## src/rtl/pc_sequencer_if.sv

```systemverilog
// pc_sequencer_if - decoder/sequencer bundle for the Mica program-counter
// sequencer.
//   en      : advance enable (0 = stall)
//   opc     : 4-bit sequencing opcode
//   x       : condition flag for conditional opcodes
//   dir     : absolute target or two's-complement relative offset (AW bits)
//   pc      : current program address (AW bits)
//   sp      : number of valid return-stack entries ($clog2(SD+1) bits)
//   halted  : sticky halt indication
//   stk_ovf : sticky CALL-with-full-stack flag
//   stk_unf : sticky RET-with-empty-stack flag
// The master modport is the decoder side; the slave modport is the sequencer.
// AW and SD must match the parameters of the attached pc_sequencer.
interface pc_sequencer_if #(
  parameter int AW = 4,
  parameter int SD = 4
);
  localparam int SPW = $clog2(SD + 1);

  logic           en;
  logic [3:0]     opc;
  logic           x;
  logic [AW-1:0]  dir;
  logic [AW-1:0]  pc;
  logic [SPW-1:0] sp;
  logic           halted;
  logic           stk_ovf;
  logic           stk_unf;

  modport master (
    output en, opc, x, dir,
    input  pc, sp, halted, stk_ovf, stk_unf
  );

  modport slave (
    input  en, opc, x, dir,
    output pc, sp, halted, stk_ovf, stk_unf
  );
endinterface

```

## src/rtl/pc_sequencer.sv

```systemverilog
// pc_sequencer - parametrised program-counter sequencer with a hardware
// return stack, PC-relative branches, stall/halt control and sticky
// stack-fault flags.
//   ck   : clock, all state updates on the rising edge
//   rst  : asynchronous active-high reset
//   bus  : pc_sequencer_if slave modport (en/opc/x/dir in; pc/sp/halted/
//          stk_ovf/stk_unf out, all outputs driven straight from registers)
// Parameters: AW address width (2..16), SD return-stack depth (1..16),
// RST_ADDR pc value loaded on reset.
module pc_sequencer #(
  parameter int            AW       = 4,
  parameter int            SD       = 4,
  parameter logic [AW-1:0] RST_ADDR = {AW{1'b0}}
) (
  input  logic             ck,
  input  logic             rst,
  pc_sequencer_if.slave    bus
);

  localparam int SPW = $clog2(SD + 1);
  localparam int IW  = (SD > 1) ? $clog2(SD) : 1;

  localparam logic [SPW-1:0] SP_FULL  = SPW'(SD);
  localparam logic [SPW-1:0] SP_EMPTY = {SPW{1'b0}};

  localparam logic [3:0] OP_NOP  = 4'b0000;
  localparam logic [3:0] OP_JMP  = 4'b0001;
  localparam logic [3:0] OP_JC   = 4'b0010;
  localparam logic [3:0] OP_JNC  = 4'b0011;
  localparam logic [3:0] OP_CALL = 4'b0100;
  localparam logic [3:0] OP_RET  = 4'b0101;
  localparam logic [3:0] OP_BR   = 4'b0110;
  localparam logic [3:0] OP_BRC  = 4'b0111;
  localparam logic [3:0] OP_HALT = 4'b1000;

  typedef enum logic {
    ST_RUN  = 1'b0,
    ST_HALT = 1'b1
  } state_t;

  state_t         state_r, state_s;
  logic [AW-1:0]  pc_r, pc_s;
  logic [SPW-1:0] sp_r, sp_s;
  logic           ovf_r, ovf_s;
  logic           unf_r, unf_s;
  logic           push_s;
  logic [AW-1:0]  inc_s, rel_s, top_s;
  logic [IW-1:0]  wr_idx_s, rd_idx_s;
  logic [AW-1:0]  stk_r [SD];

  assign inc_s    = pc_r + AW'(1);
  // dir has the same width as pc, so a plain AW-bit add is exactly
  // pc + sext(dir) modulo 2^AW.
  assign rel_s    = pc_r + bus.dir;
  // Pushes only happen while sp < SD, so the truncated index is always in range.
  assign wr_idx_s = IW'(sp_r);
  assign rd_idx_s = IW'(sp_r - SPW'(1));
  assign top_s    = stk_r[rd_idx_s];

  // Next-state, next-pc and stack-control decode.
  always_comb begin
    state_s = state_r;
    pc_s    = pc_r;
    sp_s    = sp_r;
    ovf_s   = ovf_r;
    unf_s   = unf_r;
    push_s  = 1'b0;
    if (bus.en && (state_r == ST_RUN)) begin
      case (bus.opc)
        OP_NOP:  pc_s = inc_s;
        OP_JMP:  pc_s = bus.dir;
        OP_JC:   pc_s = bus.x ? bus.dir : inc_s;
        OP_JNC:  pc_s = bus.x ? inc_s : bus.dir;
        OP_CALL: begin
          if (sp_r != SP_FULL) begin
            push_s = 1'b1;
            sp_s   = sp_r + SPW'(1);
            pc_s   = bus.dir;
          end else begin
            pc_s   = inc_s;
            ovf_s  = 1'b1;
          end
        end
        OP_RET: begin
          if (sp_r != SP_EMPTY) begin
            sp_s  = sp_r - SPW'(1);
            pc_s  = top_s;
          end else begin
            pc_s  = inc_s;
            unf_s = 1'b1;
          end
        end
        OP_BR:   pc_s = rel_s;
        OP_BRC:  pc_s = bus.x ? rel_s : inc_s;
        // pc keeps the HALT instruction's own address.
        OP_HALT: state_s = ST_HALT;
        default: pc_s = inc_s;
      endcase
    end else begin
      state_s = state_r;
    end
  end

  // State, pc, stack pointer and sticky flag registers.
  always_ff @(posedge ck or posedge rst) begin
    if (rst) begin
      state_r <= ST_RUN;
      pc_r    <= RST_ADDR;
      sp_r    <= SP_EMPTY;
      ovf_r   <= 1'b0;
      unf_r   <= 1'b0;
    end else begin
      state_r <= state_s;
      pc_r    <= pc_s;
      sp_r    <= sp_s;
      ovf_r   <= ovf_s;
      unf_r   <= unf_s;
    end
  end

  // Return-stack storage; only the entry at sp is written on a push.
  always_ff @(posedge ck or posedge rst) begin
    if (rst) begin
      for (int i = 0; i < SD; i++) begin
        stk_r[i] <= {AW{1'b0}};
      end
    end else if (push_s) begin
      stk_r[wr_idx_s] <= inc_s;
    end else begin
      stk_r[wr_idx_s] <= stk_r[wr_idx_s];
    end
  end

  assign bus.pc      = pc_r;
  assign bus.sp      = sp_r;
  assign bus.halted  = (state_r == ST_HALT);
  assign bus.stk_ovf = ovf_r;
  assign bus.stk_unf = unf_r;

endmodule

```

## src/flat_wrapper.sv

```systemverilog
// flat-port wrapper written by rule: the top's interface ports become plain ports
module pc_sequencer_flat 
#(
  parameter int            AW       = 4,
  parameter int            SD       = 4,
  parameter logic [AW-1:0] RST_ADDR = {AW{1'b0}}
)
  (ck, rst, bus_en, bus_opc, bus_x, bus_dir, bus_pc, bus_sp, bus_halted, bus_stk_ovf, bus_stk_unf);
  pc_sequencer_if #(.AW(AW), .SD(SD)) bus_i ();
  input  logic ck;
  input  logic rst;
  input wire logic [$bits(bus_i.en)-1:0] bus_en;
  input wire logic [$bits(bus_i.opc)-1:0] bus_opc;
  input wire logic [$bits(bus_i.x)-1:0] bus_x;
  input wire logic [$bits(bus_i.dir)-1:0] bus_dir;
  output wire logic [$bits(bus_i.pc)-1:0] bus_pc;
  output wire logic [$bits(bus_i.sp)-1:0] bus_sp;
  output wire logic [$bits(bus_i.halted)-1:0] bus_halted;
  output wire logic [$bits(bus_i.stk_ovf)-1:0] bus_stk_ovf;
  output wire logic [$bits(bus_i.stk_unf)-1:0] bus_stk_unf;
  assign bus_i.en = bus_en;
  assign bus_i.opc = bus_opc;
  assign bus_i.x = bus_x;
  assign bus_i.dir = bus_dir;
  assign bus_pc = bus_i.pc;
  assign bus_sp = bus_i.sp;
  assign bus_halted = bus_i.halted;
  assign bus_stk_ovf = bus_i.stk_ovf;
  assign bus_stk_unf = bus_i.stk_unf;
  pc_sequencer #(.AW(AW), .SD(SD), .RST_ADDR(RST_ADDR)) u_core (.ck(ck), .rst(rst), .bus(bus_i));
endmodule
```

## config.mk

```make
export PLATFORM = sky130hd
export DESIGN_NAME = pc_sequencer_flat
export DESIGN_NICKNAME = d
export VERILOG_FILES = /design/src/rtl/pc_sequencer_if.sv /design/src/rtl/pc_sequencer.sv /design/src/flat_wrapper.sv
export SDC_FILE = /design/constraint.sdc
export NUM_CORES = 1
export LEC_CHECK = 0
export ABC_AREA = 1
export CAP_MARGIN = 10
export CORE_UTILIZATION = 55
export CTS_CLUSTER_SIZE = 25
export DETAILED_ROUTE_END_ITERATION = 16
export PLACE_DENSITY = 0.76
export SLEW_MARGIN = 25
export SYNTH_ARGS = -nofsm -noshare
export SYNTH_HDL_FRONTEND = slang
export SYNTH_SLANG_ARGS = --single-unit
```

## constraint.sdc

```tcl
create_clock -name ck -period 2.2 [get_ports ck]
set_input_delay 0.44 -clock ck [delete_from_list [all_inputs] [get_ports ck]]
set_output_delay 0.44 -clock ck [all_outputs]
set_load 0.01 [all_outputs]
```

==> results.json <==
{
  "outcome": "finished, final reports clean",
  "synth-seq-cells": 26,
  "hold_violations": 0,
  "grt.total_usage": 0.2648,
  "crit_type": "reg2out",
  "ctsHoldBuffers": 0,
  "clkTransAtPathRegs_ns": 0.08,
  "ys_seq_area_frac": 0.3043,
  "first_pass_iters": 4,
  "coreArea_um2": 3689,
  "pin_count": 22,
  "p_leak_uw": 0.001256,
  "ys_warn_count": 0,
  "dp_hpwl_mm": 3.808,
  "die_x_um": 64.35,
  "post-route-min-period_ns": 1.922,
  "end_kind": "output pin",
  "fin_skew_ns": 0.005910,
  "synthesis.area_um2": 2138,
  "synth_cells": 322,
  "num-nets-final": 374,
  "syn_nets": 344,
  "globalplace.congestion": 0.9403,
  "yosysUniqueCellTypes": 33,
  "tightest_slew_ns": 0.4060,
  "root_buffer": "clkbuf_8",
  "post-route-util": 0.6754,
  "final_cells": 399,
  "grt_pass1_wl_mm": 8.487,
  "via_per_inst": 5.185,
  "fmax_ghz": 0.5203,
  "tritoncts": "built",
  "setup_viol": 0,
  "numCtsBuffers": 3,
  "gr-total-overflow": 0,
  "drive_above_1_share": 0.1168,
  "syn_to_final_growth_pct": 16.50,
  "grt_max_degree": 27,
  "numClockSinks": 26,
  "cp_max_fo": 20,
  "drt-total-wl_mm": 4.941,
  "drv_cap": 0,
  "grt_antenna_before_repair": 0,
  "clockBufferDepth": 2,
  "die_area_um2": 4141,
  "n_antenna_cell": 0,
  "hold_path.class": "reg2reg",
  "num_vias": 2069,
  "synth.avg_cell_area_um2": 6.641,
  "post_cts_buffers": 0,
  "maxSlewHeadroom": 0.7283,
  "finalHoldWorstSlack_ns": 0.4689,
  "wl_per_cell_um": 12.38,
  "crit_required_ns": 1.76,
  "grt_pass1_vias": 1850,
  "cts-htree-levels": 1,
  "pre_cts_slack_ns": -0.008095,
  "port_buffers": 21,
  "fin_tns_setup_ns": 0,
  "arrival_ns": 1.48,
  "cts_resized": 0,
  "power_density_nw_per_um2": 362.0,
  "rsz0062_at_grt": "no",
  "drc_errors": 0,
  "worst_slack_ns": 0.2782,
  "rows": 22,
  "antenna_left": 0,
  "min_period_over_period": 0.8736,
  "post-place-cells": 395,
  "drt_iter0_drc": 129,
  "start_kind": "flop",
  "slew_violations": 0,
  "start_util": 0.5797,
  "die_y_um": 64.35,
  "clock_latency_ns": 0.27,
  "ir_drop_uv": 470.5
}
## layout make-up
class | count | area [um2]
multi-input cells | 245 | 1272
fillers | 338 | 1197
flip-flops and latches | 26 | 650.6
repair buffers | 30 | 277.8
inverters | 46 | 175.2
well taps | 48 | 60.06
clock buffers | 4 | 55.05
## kinds of logic (layout without fill, tap and decap cells)
logic type      count (synthesis)  count (layout)  share of synthesized area
compound gates                 57              57                     0.1539
xor+xnor                        2               2                   0.008193
fa+ha+maj                      10              10                    0.06203
buf+inv                        51              80                     0.1006
flops                          26              26                     0.3043
simple gates                  176             176                     0.3710
## Yosys cell counts (all sizes together)
cell type / n / area, um2
a21oi: 12 / 60.06
nand2: 108 / 420.4
nor3: 1 / 10.01
o2111ai: 1 / 8.760
a21o: 1 / 7.510
xor2: 2 / 17.52
o21bai: 1 / 7.510
fa: 1 / 20.02
o211ai: 3 / 22.52
dfrtp: 26 / 650.6
a31oi: 4 / 43.80
nand3b: 1 / 7.510
nand4: 3 / 18.77
or2: 3 / 18.77
buf: 5 / 40.04
o21ai: 35 / 178.9
nor2: 38 / 195.2
ha: 9 / 112.6
nand3: 22 / 122.6
inv: 46 / 175.2
## flip-flops by register name (all words and copies together) (netlist names)
signal / count
u_core.bus.sp: 3
u_core.bus.halted: 1
u_core.stk_r: 16
u_core.bus.stk_ovf: 1
u_core.bus.stk_unf: 1
u_core.bus.pc: 4
## metrics by stage
stage | area, um2 | total power [uW]
finish | 2491 | 901.9
floorplan | 2138 | 551.1
global route | 2491 | 936.8
CTS | 2491 | 912.6
detailed placement | 2436 | 599.4
global placement | 2436 | 598.5
## power breakdown
part           internal [uW]  switching [uW]
Sequential               477               0
Combinational           45.0            68.3
Clock                    160             151
Total                    683             219
## worst paths after layout
path	from	end	slack, ns	cells after the start
worst max-delay path	u_core.bus.sp[0]$_DFFE_PP0P_	bus_sp[0]	0.28	2
worst min-delay path	u_core.bus.stk_unf$_DFFE_PP0P_	u_core.bus.stk_unf$_DFFE_PP0P_	0.47	1
worst max register to register	u_core.bus.sp[0]$_DFFE_PP0P_	u_core.bus.sp[2]$_DFFE_PP0P_	0.37	9
worst min register to register	u_core.bus.stk_unf$_DFFE_PP0P_	u_core.bus.stk_unf$_DFFE_PP0P_	0.47	1
max in group asynchronous	rst	u_core.bus.halted$_DFFE_PP0P_	1.43	3
min in group asynchronous	rst	u_core.stk_r[11]$_DFFE_PP0P_	0.51	3
## worst max-delay path, stage by stage (launching register included)
cell,delay [ns]
dfrtp_1,0.40
buf_4,0.25
clkdlybuf4s50_1,0.57
## layout by cell type, fill, tap and decap left out, types with 6 or more instances in the layout
master	count
nor2_2	6
buf_4	9
clkdlybuf4s50_1	21
nand3_1	21
a21oi_1	12
o21ai_0	27
ha_1	9
dfrtp_1	26
nor2_1	27
nand2_1	104
inv_1	41
o21ai_1	7
## layer usage
metal	global-route usage	routed length, um	vias to the layer above
met5	0	0	-
met4	0.05278	44	0
met3	0.05179	327	6
met2	0.4000	2196	62
met1	0.3899	2372	915
li1	-	-	1086
(Power assumes the default switching activity.)
==> patch (same settings) <==
`AW` is set to 4 in 3 places; all go to 2.
--- a/src/rtl/pc_sequencer_if.sv
+++ b/src/rtl/pc_sequencer_if.sv
@@ -13,5 +13,5 @@
 // AW and SD must match the parameters of the attached pc_sequencer.
 interface pc_sequencer_if #(
-  parameter int AW = 4,
+  parameter int AW = 2,
   parameter int SD = 4
 );
--- a/src/rtl/pc_sequencer.sv
+++ b/src/rtl/pc_sequencer.sv
@@ -9,5 +9,5 @@
 // RST_ADDR pc value loaded on reset.
 module pc_sequencer #(
-  parameter int            AW       = 4,
+  parameter int            AW       = 2,
   parameter int            SD       = 4,
   parameter logic [AW-1:0] RST_ADDR = {AW{1'b0}}
--- a/src/flat_wrapper.sv
+++ b/src/flat_wrapper.sv
@@ -2,5 +2,5 @@
 module pc_sequencer_flat 
 #(
-  parameter int            AW       = 4,
+  parameter int            AW       = 2,
   parameter int            SD       = 4,
   parameter logic [AW-1:0] RST_ADDR = {AW{1'b0}}
Interface: changed (resized bus_dir and bus_pc); port bits go from 22 to 18. The function was not compared with the original's and may differ.
==> patch against the unedited design <==
- wire length shrank 42%
- register-to-register slack gained 0.05 ns
- first-iteration DRC count shrank 61%
- power shrank 38%
- core utilization grew 1.2 points
- critical path depth shrank 1
- global-route usage shrank 1.5 points
- sequential cell count shrank 10
- cell area shrank 39%
- worst setup slack gained 0.040 ns
- final cell count shrank 40%
- worst hold slack gained 0.018 ns
- area after synthesis shrank 40%
- die area shrank 39%
==> patch: results <==
[status]
status = "completed"

[route]
ant_nets = 0
finalWirelength_mm = 2.85
drtIter0Drc = 50
vias_per_cell = 5.38
vias = 1285

[layout]
buf_share_pct = 11.7
nNonClkInverters = 33
fill_cells = 205
drive_gt1_share_pct = 12.3
multi_input_area_sq_um = 748
clk_share_pct = 2.38
seq_cell_count = 16
finalNetCount = 228
antenna_cells = 0
sh_seq_area_pct = 26.3
multi_input_cells = 140
largest_reg_flops = 8
signal_buffers = 18

[logic_synthesis]
syn_avg_cell_area_sq_um = 6.76
yosys-top-cells-area = "dfrtp_1, nand2_1, inv_1"
yosysUniqueCellTypes = 27
yosys_warnings = 0
synth_sequential_area_ratio_pct = 31.2
syn_nets = 206
synth_common_cells = "nand2_1, inv_1, nor2_1, a21oi_1, dfrtp_1"

[die]
dieWidth_um = 50.3

[sta]
fin_skew_ns = 0.000948
fin_hold_ws_ns = 0.487
finalCritPeriodShare_pct = 85.6
worst_pin_slew_ns = 0.599

[place]
dp.cells = 235
globalplace.congestion = 0.929
dp_hpwl_mm = 2.29
pre_cts_ws_ns = 0.247
postPlaceCellArea_sq_mm = 0.00149
io_buffers = 17

[critical_path]
slowest_delay_ns = 0.60
crit_path_end = "bus_sp[0]"
worstPathMaxFanout = 11
r2r_cells = 11
reg2reg_to = "u_core.bus.pc[0]"
cp.arrival_ns = 1.44
r2r-start = "u_core.bus.sp[1]"
rrSetupSlack_ns = 0.42

[global_routing]
grt_max_degree = 17
grt_pass1_vias = 1153
track_usage_pct = 25.0
grt_pass1_wl_mm = 4.91

[clock_network]
root_buffer = "clkbuf_4"
clk-insertion-delay-late_ns = 0.29

[pwr]
p_leak_nw = 0.769
power.density_mw_per_mm2 = 367
vdd_drop_max_uv = 444

[hold_path]
min_to = "u_core.bus.stk_unf"
patch: changes by cell type after synthesis, moves of 6 or more:
cell	change
inv_1	-16
dfrtp_1	-10
nand3_1	-6
nand2_1	-57
o21ai_0	-22
nor2_1	-7
patch: kinds of logic (layout without fill, tap and decap cells):
family | after synthesis | in the layout | synth area share [%]
xor gates and xnor gates | 3 | 3 | 2.05
adders and majority gates | 6 | 6 | 5.85
buffers and inverters | 34 | 55 | 10.5
and+or+nand+nor | 96 | 96 | 34.1
DFF | 16 | 16 | 31.2
AOI/OAI and AO/OA | 35 | 35 | 16.3
patch: layer usage:
layer  routed length [um]  vias up  GRT usage (%)
met2                 1330       36           40.0
met3                  152        2           5.45
met4                   11        0           2.78
met5                    0        -              0
li1                     -      653              -
met1                 1350      594           35.5
patch: power breakdown:
group	leakage, nW	switching [mW]	internal (mW)
combinational	0.582	0.0422	0.0280
clock	0.0210	0.0930	0.101
sequential	0.166	0	0.294
